$ cat src/rtl/fifo_pkg.sv
// Shared defaults and elaboration-time helpers for the parametrised FIFO.
package fifo_pkg;

  localparam int unsigned DEFAULT_DATA_WIDTH = 8;
  localparam int unsigned DEFAULT_DEPTH      = 16;

  // Occupancy must reach DEPTH itself, so one bit wider than the address.
  function automatic int unsigned count_width(input int unsigned depth);
    return $clog2(depth) + 1;
  endfunction

  function automatic bit depth_ok(input int unsigned depth);
    return (depth >= 2) && ((depth & (depth - 1)) == 0);
  endfunction

  function automatic bit levels_ok(input int unsigned depth, input int unsigned af_level,
                                   input int unsigned ae_level);
    return (af_level >= 1) && (af_level <= depth) && (ae_level <= depth - 1);
  endfunction

endpackage

$ cat src/rtl/fifo_ram.sv
// Simple dual-port storage: synchronous write, registered enabled read.
module fifo_ram #(
  parameter int unsigned DataWidth = 8,
  parameter int unsigned Depth     = 16,
  parameter int unsigned AddrWidth = 4
) (
  input  logic                 clock,
  input  logic                 reset,
  input  logic                 wr_en,
  input  logic [AddrWidth-1:0] wr_addr,
  input  logic [DataWidth-1:0] wr_data,
  input  logic                 rd_en,
  input  logic [AddrWidth-1:0] rd_addr,
  output logic [DataWidth-1:0] rd_data
);

  logic [DataWidth-1:0] mem [Depth];
  logic [DataWidth-1:0] rd_data_q;

  // Storage is deliberately not reset; reads are gated by occupancy upstream.
  always_ff @(posedge clock) begin
    if (wr_en) begin
      mem[wr_addr] <= wr_data;
    end
  end

  always_ff @(posedge clock or negedge reset) begin
    if (!reset) begin
      rd_data_q <= '0;
    end else if (rd_en) begin
      rd_data_q <= mem[rd_addr];
    end
  end

  assign rd_data = rd_data_q;

endmodule

$ cat src/rtl/param_fifo.sv
// Parametrised single-clock FIFO with registered status flags and sticky error reporting.
module param_fifo
  import fifo_pkg::*;
#(
  parameter int unsigned DATA_WIDTH         = DEFAULT_DATA_WIDTH,
  parameter int unsigned BUFFER_DEPTH       = DEFAULT_DEPTH,
  parameter int unsigned ALMOST_FULL_LEVEL  = 12,
  parameter int unsigned ALMOST_EMPTY_LEVEL = 4,
  localparam int unsigned ADDR_WIDTH        = $clog2(BUFFER_DEPTH)
) (
  input  logic                  clock,
  input  logic                  reset,
  input  logic                  write_Enable,
  input  logic [DATA_WIDTH-1:0] buffer_Input,
  input  logic                  read_Enable,
  input  logic                  clear_Errors,
  output logic [DATA_WIDTH-1:0] buffer_Output,
  output logic                  read_Valid,
  output logic                  sig_Full,
  output logic                  sig_Empty,
  output logic                  sig_Almost_Full,
  output logic                  sig_Almost_Empty,
  output logic [ADDR_WIDTH:0]   fill_Count,
  output logic                  sig_Overflow,
  output logic                  sig_Underflow
);

  localparam int unsigned CntWidth = count_width(BUFFER_DEPTH);

  localparam logic [CntWidth-1:0] DepthCnt = CntWidth'(BUFFER_DEPTH);
  localparam logic [CntWidth-1:0] AfCnt    = CntWidth'(ALMOST_FULL_LEVEL);
  localparam logic [CntWidth-1:0] AeCnt    = CntWidth'(ALMOST_EMPTY_LEVEL);

  if (!depth_ok(BUFFER_DEPTH)) begin : g_bad_depth
    $error("param_fifo: BUFFER_DEPTH must be a power of two and at least 2");
  end
  if (!levels_ok(BUFFER_DEPTH, ALMOST_FULL_LEVEL, ALMOST_EMPTY_LEVEL)) begin : g_bad_levels
    $error("param_fifo: almost-full/almost-empty level out of range");
  end

  logic [ADDR_WIDTH-1:0] wr_ptr_q, wr_ptr_d;
  logic [ADDR_WIDTH-1:0] rd_ptr_q, rd_ptr_d;
  logic [CntWidth-1:0]   count_q, count_d;
  logic                  full_q, empty_q, afull_q, aempty_q;
  logic                  ovf_q, ovf_d, unf_q, unf_d;
  logic                  valid_q;
  logic                  rd_ok, wr_ok;

  // A read on a full FIFO frees its slot in the same cycle.
  assign rd_ok = read_Enable && !empty_q;
  assign wr_ok = write_Enable && (!full_q || rd_ok);

  always_comb begin
    wr_ptr_d = wr_ptr_q;
    rd_ptr_d = rd_ptr_q;
    count_d  = count_q;
    if (wr_ok) wr_ptr_d = wr_ptr_q + ADDR_WIDTH'(1);
    if (rd_ok) rd_ptr_d = rd_ptr_q + ADDR_WIDTH'(1);
    unique case ({wr_ok, rd_ok})
      2'b10:   count_d = count_q + CntWidth'(1);
      2'b01:   count_d = count_q - CntWidth'(1);
      default: count_d = count_q;
    endcase
  end

  // Set wins over clear for the sticky flags.
  always_comb begin
    ovf_d = ovf_q;
    unf_d = unf_q;
    if (clear_Errors) begin
      ovf_d = 1'b0;
      unf_d = 1'b0;
    end
    if (write_Enable && !wr_ok) ovf_d = 1'b1;
    if (read_Enable && empty_q) unf_d = 1'b1;
  end

  always_ff @(posedge clock or negedge reset) begin
    if (!reset) begin
      wr_ptr_q <= '0;
      rd_ptr_q <= '0;
      count_q  <= '0;
      full_q   <= 1'b0;
      empty_q  <= 1'b1;
      afull_q  <= 1'b0;
      aempty_q <= 1'b1;
      ovf_q    <= 1'b0;
      unf_q    <= 1'b0;
      valid_q  <= 1'b0;
    end else begin
      wr_ptr_q <= wr_ptr_d;
      rd_ptr_q <= rd_ptr_d;
      count_q  <= count_d;
      full_q   <= (count_d == DepthCnt);
      empty_q  <= (count_d == '0);
      afull_q  <= (count_d >= AfCnt);
      aempty_q <= (count_d <= AeCnt);
      ovf_q    <= ovf_d;
      unf_q    <= unf_d;
      valid_q  <= rd_ok;
    end
  end

  fifo_ram #(
    .DataWidth (DATA_WIDTH),
    .Depth     (BUFFER_DEPTH),
    .AddrWidth (ADDR_WIDTH)
  ) u_ram (
    .clock   (clock),
    .reset   (reset),
    .wr_en   (wr_ok),
    .wr_addr (wr_ptr_q),
    .wr_data (buffer_Input),
    .rd_en   (rd_ok),
    .rd_addr (rd_ptr_q),
    .rd_data (buffer_Output)
  );

  assign read_Valid       = valid_q;
  assign sig_Full         = full_q;
  assign sig_Empty        = empty_q;
  assign sig_Almost_Full  = afull_q;
  assign sig_Almost_Empty = aempty_q;
  assign fill_Count       = count_q;
  assign sig_Overflow     = ovf_q;
  assign sig_Underflow    = unf_q;

endmodule

$ cat config.mk
export PLATFORM = sky130hd
export DESIGN_NAME = param_fifo
export DESIGN_NICKNAME = d
export VERILOG_FILES = /design/src/rtl/fifo_pkg.sv /design/src/rtl/fifo_ram.sv /design/src/rtl/param_fifo.sv
export SDC_FILE = /design/constraint.sdc
export NUM_CORES = 1
export LEC_CHECK = 0
export ABC_AREA = 0
export ABC_CLOCK_PERIOD_IN_PS = 2950
export CAP_MARGIN = 20
export CORE_ASPECT_RATIO = 0.8
export CORE_UTILIZATION = 59
export DETAILED_ROUTE_END_ITERATION = 12
export PLACE_DENSITY = 0.86
export SYNTH_ARGS = -nofsm -noshare
export SYNTH_HDL_FRONTEND = slang
export SYNTH_HIERARCHICAL = 1
export SYNTH_SLANG_ARGS = --single-unit
$ cat constraint.sdc
create_clock -name clock -period 2.95 [get_ports clock]
set_input_delay 0.7375 -clock clock [delete_from_list [all_inputs] [get_ports clock]]
set_output_delay 0.7375 -clock clock [all_outputs]
set_load 0.005 [all_outputs]
# Yosys cells after proc, flatten, opt, wreduce, memory -nomap -nowiden
# Memory sizes are Yosys's and may differ from the RTL's. A register that Yosys moved wholly into a read port is not among the register bits.
# Cells that the tools add are included.
word_totals:
  reg_bits: 20
  latch_bits: 0
  mem_bits_rw: 128
  mem_bits_ro: 0
  input_bits: 13
  word_cells: 38
  mem_count: 1
memory_table:
  columns: ["memory", "words", "width", "rd", "rd_ports_with_merged_regs", "write_ports", "line_no", "text"]
  rows:
  - ["u_ram.mem", 16, 8, 1, 1, 1, "fifo_ram.sv:17", "logic [DataWidth-1:0] mem [Depth];"]
classes:
  n_addsub: 4
  multipliers: 0
  div: 0
  magnitude_cmp: 2
  eq_ne: 3
  shift: 0
  n_mux: 6
  bitwise: 0
  n_reduce_logical: 12
op_table:
  columns: ["cell", "count"]
  rows:
  - ["5-bit one-hot mux with 2 select lines", 1]
  - ["4-bit by 1-bit adder with 4-bit output, second input constant", 2]
  - ["5-bit by 1-bit adder with 5-bit output, second input constant", 1]
  - ["5-bit equality test, second input constant", 1]
  - ["5-bit by 4-bit >= comparator with 1-bit output, second input constant", 1]
  - ["5-bit by 3-bit less-or-equal comparator with 1-bit output, second input constant", 1]
  - ["5-bit logical NOT", 1]
  - ["1-bit 2-to-1 mux", 5]
  - ["5-bit by 1-bit subtractor with 5-bit output, second input constant", 1]
  - ["1-bit logical AND", 4]
  - ["1-bit logical NOT", 4]
  - ["2-bit nonzero test", 2]
  - ["2-bit by 1-bit equality test with 1-bit output, second input constant", 1]
  - ["2-bit equality test, second input constant", 1]
  - ["1-bit logical OR", 1]

# Logic depth before layout (Yosys ltp)
depth:
  ltp_word: 7
  ltp_mapped: 12
  depth_no_buf: 11

# By module
# The synthesis kept the hierarchy.
by_module_without_submodules:
  columns: ["module", "instances", "cells_each", "area_each_um2"]
  rows:
  - ["fifo_ram", 1, 240, 5331.4]
  - ["param_fifo", 1, 89, 989.7]

# Worst setup path after synthesis
# OpenSTA, ideal clock, no wires.
synth_path:
  path_type: "input to register"
  from: "input port read_Enable"
  to: "memory u_ram.mem[0][0], enable pin"
  setup_time_ps: 383
  t_arrival_ps: 2298
  path_slack_ps: 268
  path_stages: 6
  n_path_buf: 0
  cell_sequence: "nand2b_1 -> nand2_1 -> nand2_1 -> inv_1 -> or3b_2 -> nor3_1"
synth_via:
  elab_chain_cells: 5
synth_rtl:
  columns: ["element", "line_no", "text"]
  rows:
  - ["start, declared", "param_fifo.sv:15", "input logic read_Enable,"]
  - ["1-bit logical AND", "param_fifo.sv:50", "assign rd_ok = read_Enable && !empty_q;"]
  - ["1-bit logical OR", "param_fifo.sv:51", "assign wr_ok = write_Enable && (!full_q || rd_ok);"]
  - ["1-bit logical AND", "param_fifo.sv:51", null]
  - ["named net wr_ok", "param_fifo.sv:47", "logic rd_ok, wr_ok;"]
  - ["1-bit 2-to-1 mux", "fifo_ram.sv:22", "if (wr_en) begin"]
  - ["1-bit 2-to-1 mux (not written as such)", "fifo_ram.sv:23", "mem[wr_addr] <= wr_data;"]
  - ["end, declared", "fifo_ram.sv:17", null]
# The timed path passes the listed nets, and every way through them passes these cells.

# Final worst setup path
layout_path:
  from: "input port read_Enable"
  to: "register full_q (netlist: sig_Full)"
layout_via:
  elab_chain_cells: 6
layout_rtl:
  columns: ["element", "line_no", "text"]
  rows:
  - ["1-bit logical AND (*)", "param_fifo.sv:50", null]
  - ["1-bit logical OR", "param_fifo.sv:51", null]
  - ["1-bit logical AND", "param_fifo.sv:51", null]
  - ["2-bit by 1-bit equality test with 1-bit output / 2-bit equality test (equally long branches)", "param_fifo.sv:59", "unique case ({wr_ok, rd_ok})"]
  - ["5-bit one-hot mux with 2 select lines (*)", "param_fifo.sv:59", null]
  - ["5-bit equality test (*)", "param_fifo.sv:94", "full_q <= (count_d == DepthCnt);"]
  - ["end signal, assigned", "param_fifo.sv:94", null]
  - ["end, declared", "param_fifo.sv:44", "logic full_q, empty_q, afull_q, aempty_q;"]
# Every way passes the cells marked *; elsewhere a longest branch is shown, timed or not.
# A chain may end at the register's enable or synchronous reset.

==> results_dict.tcl <==
set metrics [dict create \
    outcome "complete, no violations" \
    synth_top_area_share_pct 60.81 \
    ys_warn_count 6 \
    rows 33 \
    fin_worst_skew_ps 6.006 \
    synthCells 329 \
    critPathMaxStageDelay_ps 470 \
    clkTransAtPathRegs_ps 60 \
    drv_cap 0 \
    synth_top_cells_by_area "edfxtp_1 (61%), dfrtp_1 (10%), mux4_2 (9.3%)" \
    slew_headroom_pct 49.48 \
    path_depth 12 \
    wl_per_cell_um 22.03 \
    seq_area_frac_synth_pct 71.93 \
    first_pass_iters 4 \
    ir_drop_v 0.0005217 \
    p_leak_nw 2.612 \
    clock_sinks 156 \
    clock_latency_ps 410 \
    start_kind "input pin" \
    grt_remaining_overflow 0 \
    cp.arrival_ps 3080 \
    cts_tree "yes" \
    hold_viol 0 \
    numCtsBuffers 17 \
    synth.net_count 347 \
    route.detailed.drc 0 \
    grt_usage_pct 24.02 \
    antenna_found_initial 0 \
    crit_slowest_cell "clkdlybuf4s50_1" \
    grt_util_met2_pct 35.83 \
    path_delay_family "simple AND/OR/NAND/NOR gates" \
    hold_buffers 0 \
    die_x_um 117.7 \
    num-nets-final 414 \
    fmax_mhz 363.8 \
    htree_levels 4 \
    die_h_um 94.58 \
    tightest_slew_ps 757.7 \
    cpMostUsedCell "nand2_1" \
    ant_nets 0 \
    via_count 3316 \
    syn_area_per_cell_um2 19.21 \
    dpl.hpwl_um 7764 \
    portBuffers 32 \
    cp-end-kind "register" \
    clk_path_buf_depth 2 \
    power_density_nw_per_um2 986.2 \
    gp_congestion 0.8394 \
    met3_usage_pct 6.220 \
    path_class "input pin to register" \
    fin_setup_tns_ps 0 \
    crit_path_max_fanout 4 \
    synth_area_um2 6321 \
    hold_path_depth 2 \
    io_pins 33 \
    start_util_pct 61.24 \
    post_cts_buffers 0 \
    grt_busiest_layer "met2" \
    grt_max_degree 29 \
    cts-root-buf "clkbuf_16" \
    timing.final.crit_share_pct 93.17 \
    ys_ff_latch 156 \
    antenna_cells 0 \
    initialDrtViolationCount 283 \
    yosysUniqueCellTypes 42 \
    drive_above_1_share_pct 26.65 \
    die_area_um2 11130 \
    core-area_um2 10320 \
    grt_pass1_vias 3259 \
    cts_resized 0 \
    crit_chain "clkdlybuf4s50_1 -> nand2b_1 -> nand2_1 -> nand2_1 -> ha_1 -> xor2_1 -> ha_2 -> a21oi_2 -> mux2i_1 -> xor2_1 -> nand2_1 -> nor3b_2" \
    grt_util_met1_pct 33.49 \
    worstRegToRegCells 11 \
    worst-path-buf-inv 1 \
    slew_violations 0 \
    rsz0062_at_grt "no" \
    vias_per_cell 6.040 \
    synth_area_leader_cell "edfxtp_1" \
    area_growth_pct 18.17 \
    setup_viol 0 \
    wl_um 12100 \
    hold_class "register to register" \
    crit_required_ps 3280 \
    post-route-min-period_ps 2749 \
    final_util_pct 72.36 \
    grt_first_pass_wirelength_um 18560 \
]
## placed cells by master, fill, tap and decap left out, drive strengths merged, types with 2 or more instances in the layout
| cell | count |
|---|---|
| edfxtp | 128 |
| buf | 33 |
| clkdlybuf4s50 | 32 |
| mux4 | 32 |
| dfrtp | 26 |
| nor2 | 24 |
| clkbuf | 19 |
| nand2 | 15 |
| mux2i | 10 |
| inv | 8 |
| a221oi | 8 |
| xnor2 | 8 |
| o22ai | 8 |
| clkinv | 7 |
| nor3 | 6 |
| ha | 5 |
| nand2b | 4 |
| clkinvlp | 4 |
| nand3 | 3 |
| nand3b | 3 |
| xor2 | 3 |
| a21oi | 2 |
| nand4 | 2 |
| o21ai | 2 |
| bufinv | 2 |
| dfstp | 2 |
## path summary, 6_finish.rpt
path | start | end | slack [ps]
min reg2reg | sig_Overflow | sig_Overflow | 540
min | sig_Overflow | sig_Overflow | 540
max reg2reg | sig_Empty | sig_Full | 480
min in group asynchronous | reset | fill_Count[3] | 710
max in group asynchronous | reset | sig_Empty | 1940
max | read_Enable | sig_Full | 200
## per-layer routing
layer  vias up  part of all wire (%)
met2       156                    47
met4         0                   2.5
met1      1689                    42
met3        28                   8.1
met5         -                     0
li1       1443                     -
## sequential cells by signal, summed over array words and instances, names as in the netlist, 4 cells and up
| register | flops |
|---|---|
| fill_Count | 5 |
| rd_ptr_q | 4 |
| u_ram/mem | 128 |
| u_ram/rd_data | 8 |
| wr_ptr_q | 4 |
## kinds of logic after synthesis
logic type,Yosys count,share of synthesized area (%)
compound gates,26,3.999
xor+xnor,11,1.762
fa+ha+maj,5,0.9897
buf+inv,25,2.949
flops,156,71.93
mux,43,13.52
simple gates,63,4.850
## Yosys cell counts, drive strengths merged
library cell and number:
o31ai 1, mux2 1, nand3 3, o221ai 1, a211o 1, xnor2 8
or3b 1, nor2b 1, ha 5, nor4b 1, a31oi 1, dfstp 2
nand2 15, and2 1, a21oi 2, xor2 3, nand2b 4, edfxtp 128
buf 17, o22ai 8, inv 8, o21ai 2, mux2i 10, nand4 2
a21o 1, nor3b 1, nor2 24, dfrtp 26, o2111ai 1, nand3b 3
a221oi 8, nor3 6, mux4 32, or2 1
## power by group
| part | leakage [nW] | internal [mW] | switching [mW] |
|---|---|---|---|
| Sequential | 1.48 | 2.77 | 0.331 |
| Clock | 0.264 | 1.23 | 0.813 |
| Combinational | 0.864 | 1.15 | 1.07 |
## worst min-delay path: cells and delay by family (launching register included)
family	cells	cell delay [ps]
flops	1	380
compound gates	1	60
buf+inv	1	50
## layout make-up
type	count	area (um^2)
sequential	156	4547
fill	586	2853
multi-input combinational	148	1590
timing repair buffer	65	568.0
clock buffer	19	432.9
tap	140	175.2
clock inverter	13	126.4
inverter	8	30.03
## per-stage QoR
stage | std cells | cell area (um^2) | total power [mW] | hold slack, ps | setup slack, ps
2_1_floorplan | 329 | 6321 | 4.630 | 441.9 | 268.1
3_3_place_gp | 517 | 6908 | 5.257 | 512.7 | -101.5
3_5_place_dp | 517 | 6908 | 5.338 | 524.1 | -221.1
4_1_cts | 549 | 7467 | 7.404 | 535.6 | 183.9
5_1_grt | 549 | 7470 | 7.686 | 572.7 | 32.86
6_report | 549 | 7470 | 7.367 | 536.7 | 201.5
Note: power is estimated with default switching activity, not from simulation.
==> RTL edit 1, RTL diff (same flow settings) <==
`DEFAULT_DEPTH`: 16 -> 32.
--- a/src/rtl/fifo_pkg.sv
+++ b/src/rtl/fifo_pkg.sv
@@ -2,7 +2,7 @@
 package fifo_pkg;
 
   localparam int unsigned DEFAULT_DATA_WIDTH = 8;
-  localparam int unsigned DEFAULT_DEPTH      = 16;
+  localparam int unsigned DEFAULT_DEPTH      = 32;
 
   // Occupancy must reach DEPTH itself, so one bit wider than the address.
   function automatic int unsigned count_width(input int unsigned depth);
Ports: changed (resized fill_Count); port bits go from 33 to 34. The function was not compared with the original's and may differ.
==> RTL edit 1 against the unedited design <==
Count of clock-buffer cells in the layout up 17. Hold slack is essentially flat. Final area rose by 80%. Sequential share of layout area rose by 2.1 points. Routed wire length increased by 100%. Register-to-register slack lost 0.28 ns. Via count is 97% higher. Worst setup slack got worse by 0.11 ns. Core utilization down 1.9 points. Power rose by 71%. Sequential cell count is 131 higher. Synthesized area is 83% higher. Synthesized cell count increased by 110%. Cell count rose by 92%.
==> RTL edit 1: results (changes against the unedited design) <==
stage	metric	value	unit	change
synthesis	Yosys cell types	47		+12%
critical_path	R2R Setup Slk	0.20	ns	-0.28 ns
global_route	GR Layer Usage met2	40.1	%	+4.3 points
synthesis	xor and xnor area share after synthesis	0.982	%	-0.78 points
placed_design	gpl congestion	0.908		+8.1%
critical_path	CP Data Arrival Time	3.34	ns	+0.26 ns
routing	total length of routed met3 wires	2010	um	+100%
synthesis	Post-synth ARST share	10.8	%	-7.1 points
clocking	Worst-Skew Late Latency	0.54	ns	+0.13 ns
pwr	Sw Ratio	31.3	%	+1.2 points
global_route	first-pass GRT wire length	37200	um	+100%
timing	final setup skew	0.0217	ns	+0.0157 ns
routing	routed len/inst	22.9	um	+3.9%
finish	fill count	1124		+92%
finish	number of flip-flops under the largest register name	256		+100%
synthesis	number of synthesized flops with an enable pin	256		+100%
placed_design	pre-CTS WS	-0.573	ns	-0.352 ns
timing	slew margin rel.	51.7	%	+2.2 points
pwr	Max VDD drop	798	uV	+53%
placed_design	dpl cells	1006		+95%
clocking	Num CTS Buffers	27		+10
synthesis	top post-synthesis cells by count	edfxtp_1 (256), mux2i_1 (129), a22oi_1 (64), nor2_1 (37), a21oi_1 (35)		
status	outcome	finished clean		
synthesis	Synth Area in Adders	0.539	%	-0.45 points
hold_path	hold wc startpoint	read_Enable		
pwr	leak pwr	4.78	nW	+83%
hold_path	Hold WC Path Type	primary input to flop		
routing	Initial DRC Count	801		+180%
critical_path	CP Max Fanout	5		+1
synthesis	Mapped Avg Cell Area	16.7	um^2	-13%
timing	WHS	0.537	ns	+0.000421 ns
routing	met1 wire length	9660	um	+90%
global_route	vias in the first global route	6681		+110%
global_route	gr usage total	24.4	%	+0.36 points
clocking	CTS Buffer Depth	3		+1
critical_path	Worst R2R Path Depth	10		-1
global_route	met3 usage	4.77	%	-1.4 points
placed_design	Area after DPL	12500	um^2	+82%
synthesis	post-synthesis mux area share	12.1	%	-1.4 points
global_route	met1 global-route usage	32.4	%	-1.1 points
finish	layout cells sized above 1	17.1	%	-9.6 points
synthesis	Compound-Gate Fraction of Synth Area	6.75	%	+2.8 points
pwr	P_int	0.00863	W	+68%
RTL edit 1: layout make-up:
class,instances,area (um^2),area share (%)
well taps,258,323,2.40
multi-input cells,363,2920,21.7
repair buffers,93,846,6.29
flip-flops and latches,287,8470,62.9
clock inverters,13,166,1.24
clock buffers,36,709,5.27
inverters,5,18.8,0.139
RTL edit 1: repair_timing:
action / 4_1_cts / 5_1_grt
hold buffers: 0 / 0
pin swaps: 0 / 2
resized for setup: 1 / 6
endpoints found under the setup margin: 3 / 3
gates cloned: 0 / 0
RTL edit 1: worst max path at each step:
stage / start / end / slack, ns
final: write_Enable / sig_Full / 0.09
after global placement: read_Enable / sig_Full / -0.34
after CTS: read_Enable / sig_Empty / 0.09
after global routing: write_Enable / sig_Full / -0.02
after detailed placement: read_Enable / sig_Empty / -0.57
after floorplan: read_Enable / sig_Full / 0.01
RTL edit 1: tightest hold or removal path: stages:
cell and delay (ns):
dlymetal6s2s_1 0.16, nand2_1 0.08, o21ai_0 0.07
==> RTL edit 2, RTL diff (same settings) <==
Made on the original files. Put one more register stage on the output `sig_Underflow`, with the module's reset. The value now appears one clock later. The other outputs are not delayed to match.
--- a/src/rtl/param_fifo.sv
+++ b/src/rtl/param_fifo.sv
@@ -123,7 +123,13 @@
   assign sig_Almost_Empty = aempty_q;
   assign fill_Count       = count_q;
   assign sig_Overflow     = ovf_q;
-  assign sig_Underflow    = unf_q;
+  always_ff @(posedge clock or negedge reset) begin
+    if (!reset) begin
+      sig_Underflow <= '0;
+    end else begin
+      sig_Underflow <= unf_q;
+    end
+  end
 
 endmodule
 
Behaviour: not the same (Yosys sat finds a counterexample within 4 cycles, from zero or initial values and one cycle with reset low).
==> RTL edit 2 against the unedited design <==
Sequential share of layout area grew 0.61 points. Routed wire length grew 7.8%. Synthesized cell count is 0.30% higher. Worst setup slack improved by 0.042 ns. Synthesized area increased by 0.40%. Critical path depth unchanged. Sequential cell count rose by 1. Register-to-register slack better by 0.02 ns. Final area down 0.45%. Power about the same.
==> RTL edit 2: results (changes against the unedited design) <==
stage	metric	value	unit	change
pwr	Max VDD drop	641	uV	+23%
pwr	leak pwr	2.61	nW	about the same
routing	routed len/inst	24.0	um	+9.0%
global_route	largest net degree at the start of global routing	35		+21%
placed_design	placed wire-length estimate	7940	um	+2.3%
critical_path	CP Max Fanout	4		unchanged
global_route	first-pass GRT wire length	19500	um	+4.8%
finish	layout cells sized above 1	25.6	%	-1.1 points
finish	fill count	570		-2.7%
critical_path	Setup crit end	sig_Almost_Full		
status	outcome	finished clean		
routing	First-pass DRT Iterations	6		+2
synthesis	top cells by area, synth	edfxtp_1 (61%), dfrtp_1 (11%), mux4_2 (9.2%)		
timing	final setup skew	0.00726	ns	+0.00125 ns
synthesis	syn_nets	348		+0.29%
global_route	vias in the first global route	3307		+1.5%
global_route	gr usage total	25.6	%	+1.5 points
finish	Nets	408		-1.4%
synthesis	post-synthesis sequential area ratio	72.0	%	+0.11 points
placed_design	input/output buffers	32		unchanged
routing	Initial DRC Count	340		+20%
routing	vias	3413		+2.9%
placed_design	gpl congestion	0.791		-5.7%
timing	slew margin rel.	46.3	%	-3.2 points
hold_path	Hold WC Path Type	flop to flop		
synthesis	top post-synthesis cells by count	edfxtp_1 (128), dfrtp_1 (27), mux4_2 (26), nor2_1 (24), nand2_1 (15)		
critical_path	CP Data Arrival Time	3.01	ns	-0.07 ns
global_route	initial antenna violation count	0		unchanged
synthesis	Post-synth ARST share	18.5	%	+0.52 points
RTL edit 2: metrics by stage:
step	hold slack (ns)	cells	instance area, um^2	total power (W)	setup WS (ns)
6_report	0.373	543	7440	0.00736	0.244
4_1_cts	0.374	543	7440	0.00738	0.256
3_3_place_gp	0.363	511	6880	0.00523	-0.104
2_1_floorplan	0.354	330	6350	0.00465	0.268
5_1_grt	0.394	543	7440	0.00767	0.0563
3_5_place_dp	0.362	511	6880	0.00534	-0.163
RTL edit 2: logic make-up (layout without fill, tap and decap cells):
kind of cell	Yosys count	in the layout	synth area share [%]
flops	157	157	72.0
simple gates	63	63	4.83
mux	43	43	13.5
compound gates	26	26	3.98
buf+inv	25	98	2.94
xor+xnor	11	11	1.75
fa+ha+maj	5	5	0.986
RTL edit 2: metal layers:
metal,up-vias,global-route usage [%],share of wire (%)
met1,1729,33.4,40
met2,223,39.9,48
li1,1433,-,-
met5,-,0,0
met3,28,9.90,11
met4,0,8.65,1.6
RTL edit 2: layout make-up:
cell class	instances	area (um^2)	share of cell area, %
flip-flops and latches	157	4570	61.5
clock inverters	6	32.5	0.437
inverters	8	30.0	0.404
clock buffers	26	523	7.03
well taps	140	175	2.36
multi-input cells	148	1590	21.4
repair buffers	58	515	6.93
RTL edit 2: where the power goes:
| part | switching [W] | internal (W) | total, W |
|---|---|---|---|
| combinational | 0.00115 | 0.00111 | 0.00226 |
| clock | 0.000806 | 0.00121 | 0.00202 |
| sequential | 0.000294 | 0.00279 | 0.00308 |
| total | 0.00225 | 0.00511 | 0.00736 |
RTL edit 2: worst min path at each step:
stage               cells past startpoint   from             to  slack (ns)
detailed placement                      0  unf_q  sig_Underflow        0.36
global route                            0  unf_q  sig_Underflow        0.39
floorplan                               0  unf_q  sig_Underflow        0.35
CTS                                     0  unf_q  sig_Underflow        0.37
global placement                        0  unf_q  sig_Underflow        0.36
finish                                  0  unf_q  sig_Underflow        0.37
RTL edit 2: critical path, delay by kind of cell:
| kind | cells | cell delay, ns |
|---|---|---|
| AND/OR/NAND/NOR | 3 | 0.27 |
| multiplexers | 1 | 0.26 |
| adder cells (fa/ha/maj) | 2 | 0.44 |
| buffers and inverters | 2 | 0.57 |
| AO/OA/AOI/OAI | 2 | 0.34 |
| XOR/XNOR | 2 | 0.40 |
